===== config.mk =====
export PLATFORM = sky130hd
export DESIGN_NAME = seq_multiplier
export DESIGN_NICKNAME = d
export VERILOG_FILES = /design/src/rtl/seq_multiplier.sv
export SDC_FILE = /design/constraint.sdc
export NUM_CORES = 1
export LEC_CHECK = 0
export ABC_AREA = 1
export CAP_MARGIN = 20
export CORE_UTILIZATION = 56
export DETAILED_ROUTE_END_ITERATION = 7
export PLACE_DENSITY = 0.8
export SKIP_CTS_REPAIR_TIMING = 1
export SLEW_MARGIN = 20
export SYNTH_ARGS = -nofsm -noshare
export SYNTH_HDL_FRONTEND = slang
export SYNTH_SLANG_ARGS = --single-unit

===== constraint.sdc =====
create_clock -name i_clock -period 1.9 [get_ports i_clock]
set_clock_uncertainty 0.05 [all_clocks]
set_input_delay 0.285 -clock i_clock [delete_from_list [all_inputs] [get_ports i_clock]]
set_output_delay 0.285 -clock i_clock [all_outputs]
set_load 0.005 [all_outputs]

===== src/rtl/seq_multiplier.sv =====
// Sequential shift-and-add multiplier: one partial product per cycle over BITS cycles,
// unsigned or two's-complement (sign-magnitude internally), with start/finished handshake.
module seq_multiplier #(
  parameter int BITS = 8
) (
  input  logic                i_clock,
  input  logic                i_reset,
  input  logic                i_start,
  input  logic                i_signed,
  input  logic [BITS-1:0]     i_multiplier,
  input  logic [BITS-1:0]     i_multiplicand,
  output logic [2*BITS-1:0]   o_product,
  output logic                o_busy,
  output logic                o_finished
);

  localparam int CW = $clog2(BITS + 1);

  typedef enum logic [1:0] {
    S_IDLE = 2'd0,
    S_RUN  = 2'd1,
    S_DONE = 2'd2
  } state_t;

  state_t              state_reg;
  logic [BITS-1:0]     mag_a_reg;
  logic [BITS-1:0]     mag_b_reg;
  logic [2*BITS:0]     acc_reg;
  logic [CW-1:0]       count_reg;
  logic                sign_reg;
  logic [2*BITS-1:0]   product_reg;
  logic                busy_reg;
  logic                finished_reg;

  logic [BITS-1:0]     a_mag_next;
  logic [BITS-1:0]     b_mag_next;
  logic                sign_next;
  logic [BITS:0]       addend;
  logic [2*BITS:0]     acc_added;
  logic [2*BITS:0]     acc_next;
  logic [2*BITS-1:0]   acc_low;
  logic [2*BITS-1:0]   product_next;

  // Magnitudes are BITS wide unsigned, so -2^(BITS-1) maps to 2^(BITS-1) without overflow.
  always_comb begin
    a_mag_next = i_multiplier;
    b_mag_next = i_multiplicand;
    sign_next  = 1'b0;
    if (i_signed) begin
      if (i_multiplier[BITS-1])
        a_mag_next = ~i_multiplier + BITS'(1);
      if (i_multiplicand[BITS-1])
        b_mag_next = ~i_multiplicand + BITS'(1);
      sign_next = i_multiplier[BITS-1] ^ i_multiplicand[BITS-1];
    end
  end

  // The add is BITS+1 wide so its carry lands in acc bit 2*BITS before the shift.
  always_comb begin
    addend       = mag_a_reg[0] ? {1'b0, mag_b_reg} : '0;
    acc_added    = {acc_reg[2*BITS:BITS] + addend, acc_reg[BITS-1:0]};
    acc_next     = acc_added >> 1;
    acc_low      = acc_reg[2*BITS-1:0];
    product_next = (sign_reg && (acc_low != '0)) ? ('0 - acc_low) : acc_low;
  end

  always_ff @(posedge i_clock) begin
    if (i_reset) begin
      state_reg    <= S_IDLE;
      mag_a_reg    <= '0;
      mag_b_reg    <= '0;
      acc_reg      <= '0;
      count_reg    <= '0;
      sign_reg     <= 1'b0;
      product_reg  <= '0;
      busy_reg     <= 1'b0;
      finished_reg <= 1'b0;
    end else begin
      finished_reg <= 1'b0;
      case (state_reg)
        S_IDLE: begin
          if (i_start) begin
            mag_a_reg <= a_mag_next;
            mag_b_reg <= b_mag_next;
            sign_reg  <= sign_next;
            acc_reg   <= '0;
            count_reg <= '0;
            busy_reg  <= 1'b1;
            state_reg <= S_RUN;
          end
        end
        S_RUN: begin
          acc_reg   <= acc_next;
          mag_a_reg <= mag_a_reg >> 1;
          count_reg <= count_reg + CW'(1);
          if (count_reg == CW'(BITS - 1))
            state_reg <= S_DONE;
        end
        S_DONE: begin
          product_reg  <= product_next;
          finished_reg <= 1'b1;
          busy_reg     <= 1'b0;
          state_reg    <= S_IDLE;
        end
        default: begin
          state_reg <= S_IDLE;
          busy_reg  <= 1'b0;
        end
      endcase
    end
  end

  assign o_product  = product_reg;
  assign o_busy     = busy_reg;
  assign o_finished = finished_reg;

endmodule


Yosys cells after proc, flatten, opt, wreduce, memory -nomap -nowiden --
Cells that the tools add are included.
Operators by class: add/sub/neg operators 5, $mul 0, divide/modulo/power cells 0, magnitude comparators 0, equal/unequal tests 5, shift operators 0, muxes and demuxes 19, bitwise operators 4, reductions and logical operators 8
Operators with widths (number):
- 2-to-1 mux 8 bit | 6
- case mux 17 bit (2 select lines) | 1
- 2-to-1 mux 17 bit | 1
- adder 8 x 1 -> 8 bit, second input constant | 2
- 2-to-1 mux 16 bit | 1
- NOT 8 bit | 2
- case mux 8 bit (2 select lines) | 1
- nonzero test 16 bit | 1
- subtractor 1 x 16 -> 16 bit, first input constant | 1
- adder 9 x 8 -> 9 bit | 1
- case mux 4 bit (2 select lines) | 1
- AND reduction 2 bit | 4
- adder 4 x 1 -> 4 bit, second input constant | 1
- equality test 4 x 3 -> 1 bit, second input constant | 1
- 2-to-1 mux 2 bit | 2
- 2-to-1 mux 4 bit | 1
- inequality test 2 bit, second input constant | 2
- case mux 2 bit (2 select lines) | 1
- 2-to-1 mux 1 bit | 3
- equality test 2 x 1 -> 1 bit, second input constant | 1
- equality test 2 bit, second input constant | 1
- logical NOT 2 bit | 1
- case mux 1 bit (2 select lines) | 1
- nonzero test 2 bit | 1
- 3 further kinds | 3
Word-level totals: register bits 58, latch bits 0, RAM bits 0, bits in read-only memories 0, output and inout port bits 18, logic and storage cells 50, memories kept 0

Logic depth before layout (Yosys ltp) --
Gate-level depths: netlist of run 1.
word-level depth 6, gate-level depth with buffers 12

Worst setup path after synthesis of run 1 --
Ideal clock, no wire load.
kind register to register, start reg mag_a_reg[0], end reg acc_reg[13], arrival time 1.603 ns, setup slack 0.173 ns, cell stages (with the launch flop) 10, path buffers 1, period minus slack after synthesis 1.727 ns, cell sequence dfxtp_1 -> clkbuf_1 -> nand2_1 -> inv_1 -> ha_1 -> fa_1 -> nand4_1 -> nand3_1 -> and2_1 -> o21ai_0
On the way: cells in the longest elaborated chain, start to end 3
Ends and longest elaborated chain:
- from (decl) | line 26 | logic [BITS-1:0] mag_a_reg;
- from (signal assigned) | line 83 | mag_a_reg <= a_mag_next;
- from (signal assigned) | line 94 | mag_a_reg <= mag_a_reg >> 1;
- 2-to-1 mux 8 bit | line 60 | addend = mag_a_reg[0] ? {1'b0, mag_b_reg} : '0;
- adder 9 x 8 -> 9 bit | line 61 | acc_added = {acc_reg[2*BITS:BITS] + addend, acc_reg[BITS-1:0]};
- case mux 17 bit (2 select lines) | line 80 | case (state_reg)
- to (signal assigned) | line 93 | acc_reg <= acc_next;
- to (decl) | line 28 | logic [2*BITS:0] acc_reg;
No other way between the ends. A chain may end at the register's enable or synchronous reset.

Final worst setup path of run 1 --
Ends and elaborated chain as after synthesis.

==> results of run 1 <==
[Yosys cell counts (all sizes together)]
cell / count / share of area, %
nand2: 138 / 16
inv: 74 / 8.5
nor2: 72 / 9.7
dfxtp: 57 / 35
o21ai: 34 / 5.2
nand3: 32 / 4.9
a21oi: 24 / 3.7
ha: 12 / 4.6
buf: 9 / 1.7
xor2: 7 / 1.9
o32ai: 6 / 1.6
a22oi: 5 / 1.1
o22ai: 5 / 0.95
a31oi: 3 / 0.57
clkbuf: 3 / 0.34
nand3b: 2 / 0.46
nand4: 2 / 0.38
nor3: 2 / 0.31
o21bai: 2 / 0.46
o221ai: 2 / 0.53
a21boi: 1 / 0.23
a21o: 1 / 0.23
a22o: 1 / 0.27
a32o: 1 / 0.31
and2: 1 / 0.19
fa: 1 / 0.61
or2: 1 / 0.19
xnor2: 1 / 0.27
[power by group through the flow]
stage	Sequential [uW]	Combinational, uW	Clock (uW)
floorplan	1280	191	0
global placement	1290	280	0
detailed placement	1290	286	0
CTS	1260	289	1240
global route	1270	329	1300
finish	1260	288	1220
[worst paths after layout]
check,start,end,depth (start not counted)
hold reg to reg,count_reg[3]$_SDFFE_PP0P_,count_reg[3]$_SDFFE_PP0P_,2
setup / recovery,mag_a_reg[0]$_SDFFE_PP0P_,acc_reg[13]$_SDFFE_PP0P_,8
setup reg to reg,mag_a_reg[0]$_SDFFE_PP0P_,acc_reg[13]$_SDFFE_PP0P_,8
hold / removal,count_reg[3]$_SDFFE_PP0P_,count_reg[3]$_SDFFE_PP0P_,2
[metal layers]
layer	GRT usage (%)	vias to the layer above	wire, um
met3	3.49	15	205
met1	29.0	1427	3210
met4	12.2	0	153
li1	-	1693	-
met5	0	-	0
met2	47.5	67	3540
[layout make-up]
class,count,area share [%]
Clock buffer,10,3.23
Clock inverter,6,2.09
Inverter,74,7.02
Multi-Input combinational cell,356,45.3
Sequential cell,57,28.9
Tap cell,72,2.28
Timing Repair Buffer,45,11.2
[cells in the final DEF (no fill, tap or decap), types with 3 or more instances in the layout]
master / netlist / final
nand2_1: 135 / 135
inv_1: 67 / 67
nor2_1: 63 / 63
dfxtp_1: 57 / 56
clkdlybuf4s50_1: 0 / 37
o21ai_0: 34 / 34
nand3_1: 32 / 32
a21oi_1: 24 / 24
ha_1: 12 / 12
clkbuf_8: 0 / 9
inv_2: 7 / 7
xor2_1: 7 / 7
buf_4: 2 / 7
o32ai_1: 6 / 6
nor2_4: 5 / 5
o22ai_1: 5 / 5
a22oi_1: 5 / 5
nor2_2: 4 / 4
nand2_2: 3 / 3
a31oi_1: 3 / 3
clkinv_2: 0 / 3
[tightest hold or removal path: stages (launching register included)]
cell	delay, ns
dfxtp_1	0.31
nand2_1	0.06
a21oi_1	0.06
[through the flow]
| stage | std cells | hold slack (ns) | utilization [%] | area [um2] |
|---|---|---|---|---|
| 2_1_floorplan | 499 | 0.374 | - | 3280 |
| 3_3_place_gp | 604 | 0.404 | 67.1 | 3740 |
| 3_5_place_dp | 604 | 0.410 | 67.1 | 3740 |
| 4_1_cts | 620 | 0.421 | 70.9 | 3950 |
| 5_1_grt | 620 | 0.453 | 71.0 | 3960 |
| 6_report | 620 | 0.421 | 71.0 | 3960 |
[kinds of logic (layout without fill, tap and decap cells)]
group	Yosys count	count (layout)	synth area share, %
AOI/OAI and AO/OA	85	85	15.2
xor gates and xnor gates	8	8	2.14
adders and majority gates	13	13	5.19
buffers and inverters	86	135	10.5
DFF	57	57	34.8
and+or+nand+nor	250	250	32.1
==> impl_metrics.yaml, run 1 <==
final_layout:
  diodes: 0
  regArea_mm2: 0.00114
  nets: 576
  final_layout_size_suffix_gt1_share_pct: 8.03
  fill_cells: 500
  area_delta_synth_final_pct: 20.7
  multi_input_area_mm2: 0.00179
pwr:
  p_sw_uw: 693
  power_density_mw_per_mm2: 702
  clkPwrFrac_pct: 44.1
  max-vdd-ir-drop_uv: 490
  leakagePower_uw: 0.00191
  switching_share_pct: 25.0
  total_power_uw: 2780
  p_int_uw: 2080
  p_seq_share_pct: 45.5
  power_frac_comb_pct: 10.4
global_routing:
  grt.overflow.total: 0
  first_global_vias: 3046
  grt_pass1_wl_um: 12600
  antenna_found_initial: 0
  track_usage_pct: 25.8
  grt_max_degree: 28
clocking:
  clockRootBuffer: "clkbuf_8"
  path_clk_slew_ns: 0.07
  cts.sinks: 57
  htreeDepth: 3
  cts_tree: "done"
  numCtsBuffers: 9
  cts_buffer_depth: 2
  clkLatencyLatePin_ns: 0.34
critical_path:
  required_ns: 2.12
  cpPeakStageDelay_ns: 0.37
  cp_max_fo: 9
  path_buf_inv: 1
  startpoint_type: "flip-flop"
  cp_top_family: "adder cells"
  ff2ff_setup_slack_ns: 0.22
  cp_cell_sequence: "nand2_1 > inv_1 > ha_1 > fa_2 > nand4_1 > nand3_1 > and2_1 > o21ai_0"
  worstSetupPathType: "flip-flop to flip-flop"
  cp_slowest_cell: "fa_2"
  worstPathArrival_ns: 1.89
  end_kind: "flip-flop"
sta:
  hold_viol: 0
  setup_viol: 0
  tightest_slew_ns: 0.328
  fin_ws_ns: 0.222
  fin_crit_ns: 1.68
  fin_crit_sh_pct: 88.3
  tns_ns: 0
  relSlewSlack_pct: 78.1
  rsz0062_at_grt: "no"
  max_freq_mhz: 596
  finalMaxSlewViolations: 0
route:
  initialDrtViolationCount: 148
  route.detailed.wl_per_inst_um: 11.5
  vias: 3202
  ant_nets: 0
  viasPerCell: 5.16
  drc: 0
  wl_um: 7110
  dr.pass1.iters: 4
die:
  die_w_um: 78.5
  core_area_mm2: 0.00557
  die_y_um: 78.5
  row_count: 27
  die_area_mm2: 0.00616
  ios: 38
  floorplan.initialDensity_pct: 58.8
job:
  cap_violations: 0
logic_synthesis:
  ys_seq_area_share_pct: 34.8
  avgSynthCellArea_um2: 6.57
  synth_area_mm2: 0.00328
  ys_ff_latch: 57
  synth.distinct_cells: 34
  netlist_instances: 499
  synth_nets: 532
  ys_warn_count: 0
run_status:
  status: "completed"
placement:
  post-dp-hpwl_um: 5360
  place.gp.congestion: 0.915
  io_buffers: 37
  preCtsSetupSlack_ns: 0.103
min_path:
  hold_class: "flip-flop to flip-flop"
Power figures use the tool's default switching activity.
==> run 2, diff against run 1 <==
--- a/config.mk
+++ b/config.mk
@@ -7,9 +7,8 @@
 export LEC_CHECK = 0
 export ABC_AREA = 1
 export CAP_MARGIN = 20
-export CORE_UTILIZATION = 56
+export CORE_UTILIZATION = 25
 export DETAILED_ROUTE_END_ITERATION = 7
-export PLACE_DENSITY = 0.8
 export SKIP_CTS_REPAIR_TIMING = 1
 export SLEW_MARGIN = 20
 export SYNTH_ARGS = -nofsm -noshare
==> run 2 against run 1 <==
First-iteration DRC count decreased by 11%. Die area up 120%. Maximum frequency rose by 0.13%. Global-route usage shrank 13 points. Count of clock-buffer cells in the layout stayed put. Sequential power is essentially flat. Worst setup slack improved by 0.0021 ns. Utilization decreased by 38 points. Largest cell class unchanged. Largest power group is now clock.
==> impl_metrics.yaml, run 2 (synthesis gave the netlist of run 1 again) <==
placement:
  io_buffers: 37
  dp_cells: 706
  place.gp.congestion: 0.826
  post-dp-hpwl_um: 5960
  place_area_mm2: 0.00387
die:
  ios: 38
  die_y_um: 116
  die_area_mm2: 0.0136
  row_count: 41
  die_w_um: 116
  core_area_mm2: 0.0127
  floorplan.initialDensity_pct: 25.8
min_path:
  hold_depth: 2
  min-delay-start: "mag_a_reg[7]$_SDFFE_PP0P_"
  hold_class: "flip-flop to flip-flop"
  hold_end: "mag_a_reg[7]$_SDFFE_PP0P_"
critical_path:
  worstSetupPathType: "flip-flop to flip-flop"
  rr_startpoint: "mag_a_reg[0]$_SDFFE_PP0P_"
  reg2regPathDepth: 10
  cp_slowest_cell: "fa_2"
  ff2ff_setup_slack_ns: 0.22
  end_kind: "flip-flop"
  r2r_end: "acc_reg[15]$_SDFFE_PP0P_"
  worstPathArrival_ns: 1.83
  cpMostUsedCell: "nand2_1"
  cpPeakStageDelay_ns: 0.37
  startpoint_type: "flip-flop"
  cp_cell_sequence: "nand2_1 > inv_1 > ha_1 > fa_2 > nand4_1 > nand3_1 > nand2_1 > nand2_1 > nand2_1 > o21ai_0"
  required_ns: 2.06
  cp_max_fo: 9
run_status:
  status: "completed"
global_routing:
  track_usage_pct: 12.3
  grt_max_degree: 25
  first_global_vias: 2872
  grt.overflow.total: 0
  antenna_found_initial: 0
  grt_pass1_wl_um: 13000
final_layout:
  final_layout_size_suffix_gt1_share_pct: 8.55
  layout_commonest_cell: "nand2_1"
  area_delta_synth_final_pct: 27.5
  stdcell_area_mm2: 0.00418
  nets: 578
  instances_no_fill: 722
  layout_common_cells: "135 x nand2_1, 67 x inv_1, 63 x nor2_1"
  diodes: 0
clocking:
  cts_buffer_depth: 2
  path_clk_slew_ns: 0.06
  htreeDepth: 3
  cts_tree: "done"
  cts.sinks: 57
  clkLatencyLatePin_ns: 0.33
  clockRootBuffer: "clkbuf_16"
  numCtsBuffers: 9
sta:
  tns_ns: 0
  relSlewSlack_pct: 78.3
  fin_crit_ns: 1.68
  setup_viol: 0
  tightest_slew_ns: 0.324
  hold_viol: 0
  finalMaxSlewViolations: 0
  fin_crit_sh_pct: 88.2
  rsz0062_at_grt: "no"
  max_freq_mhz: 597
pwr:
  clkPwrFrac_pct: 51.1
  power_density_mw_per_mm2: 762
  max-vdd-ir-drop_uv: 493
  leakagePower_uw: 0.00195
  power_frac_comb_pct: 9.2
  switching_share_pct: 24.5
  p_seq_share_pct: 39.7
  p_sw_uw: 779
  p_int_uw: 2410
route:
  initialDrtViolationCount: 132
  top_layer: "met4"
  route.detailed.wl_per_inst_um: 10.9
  vias: 3177
  wl_met1_um: 3910
  wl_met2_um: 3570
  viasPerCell: 4.40
  dr_wl_met3_um: 343
  dr.pass1.iters: 4
  ant_nets: 0
  drc: 0
  wl_um: 7870
job:
  cap_violations: 0
[run 2: cell count changes in the layout (fill, tap and decap cells not counted), moves of 2 or more]
| cell | delta |
|---|---|
| clkbuf_8 | -8 |
| buf_4 | +3 |
| clkbuf_16 | +9 |
| clkinv_2 | -2 |
| clkinvlp_4 | +2 |
[run 2: worst max path at each step]
| stage | startpoint | slack, ns | to | cells after the start |
|---|---|---|---|---|
| global placement | i_multiplicand[0] | 0.15 | mag_b_reg[6]$_SDFFE_PP0P_ | 10 |
| detailed placement | i_multiplicand[0] | 0.08 | mag_b_reg[6]$_SDFFE_PP0P_ | 10 |
| finish | mag_a_reg[0]$_SDFFE_PP0P_ | 0.22 | acc_reg[15]$_SDFFE_PP0P_ | 10 |
| global route | mag_a_reg[0]$_SDFFE_PP0P_ | 0.06 | acc_reg[15]$_SDFFE_PP0P_ | 10 |
| floorplan | mag_a_reg[0]$_SDFFE_PP0P_ | 0.17 | acc_reg[13]$_SDFFE_PP0P_ | 9 |
| CTS | mag_a_reg[0]$_SDFFE_PP0P_ | 0.12 | acc_reg[15]$_SDFFE_PP0P_ | 10 |
[run 2: power groups by stage]
stage | registers [uW] | logic [uW] | clock network [uW]
floorplan | 1280 | 191 | 0
global placement | 1290 | 287 | 0
detailed placement | 1290 | 293 | 0
CTS | 1260 | 295 | 1670
global route | 1270 | 332 | 1720
finish | 1270 | 294 | 1630
[run 2: routing by layer]
layer	up-vias	track usage (%)
met5	-	0
met4	0	3.50
met3	4	3.68
met2	67	19.8
met1	1416	15.8
li1	1690	-
[run 2: cell type report]
class	count	area, um2
fillers	1403	8540
multi-input cells	356	1790
flip-flops and latches	57	1140
repair buffers	47	445
inverters	74	278
clock buffers	10	239
well taps	172	215
clock inverters	6	66.3
[run 2: critical path, delay by kind of cell (launching register included)]
family                   cells  cell delay (ns)
adder cells (fa/ha/maj)      2             0.57
AO/OA/AOI/OAI                1             0.07
AND/OR/NAND/NOR              6             0.46
buffers and inverters        1             0.04
flip-flops                   1             0.36
[run 2: stage by stage]
step / total power [uW] / hold slack [ns] / setup WS, ns / utilization (%)
2_1_floorplan: 1470 / 0.374 / 0.173 / -
3_3_place_gp: 1580 / 0.404 / 0.147 / 30.4
3_5_place_dp: 1580 / 0.423 / 0.0807 / 30.4
4_1_cts: 3230 / 0.433 / 0.119 / 32.8
5_1_grt: 3330 / 0.450 / 0.0600 / 32.8
6_report: 3190 / 0.428 / 0.224 / 32.8
==> run 3, diff against run 2 <==
--- a/config.mk
+++ b/config.mk
@@ -10,6 +10,7 @@
 export CORE_UTILIZATION = 25
 export DETAILED_ROUTE_END_ITERATION = 7
 export SKIP_CTS_REPAIR_TIMING = 1
+export SKIP_LAST_GASP = 1
 export SLEW_MARGIN = 20
 export SYNTH_ARGS = -nofsm -noshare
 export SYNTH_HDL_FRONTEND = slang
==> results of run 3 <==
Same layout as run 2: the final DEF is identical, and so are final timing and power.
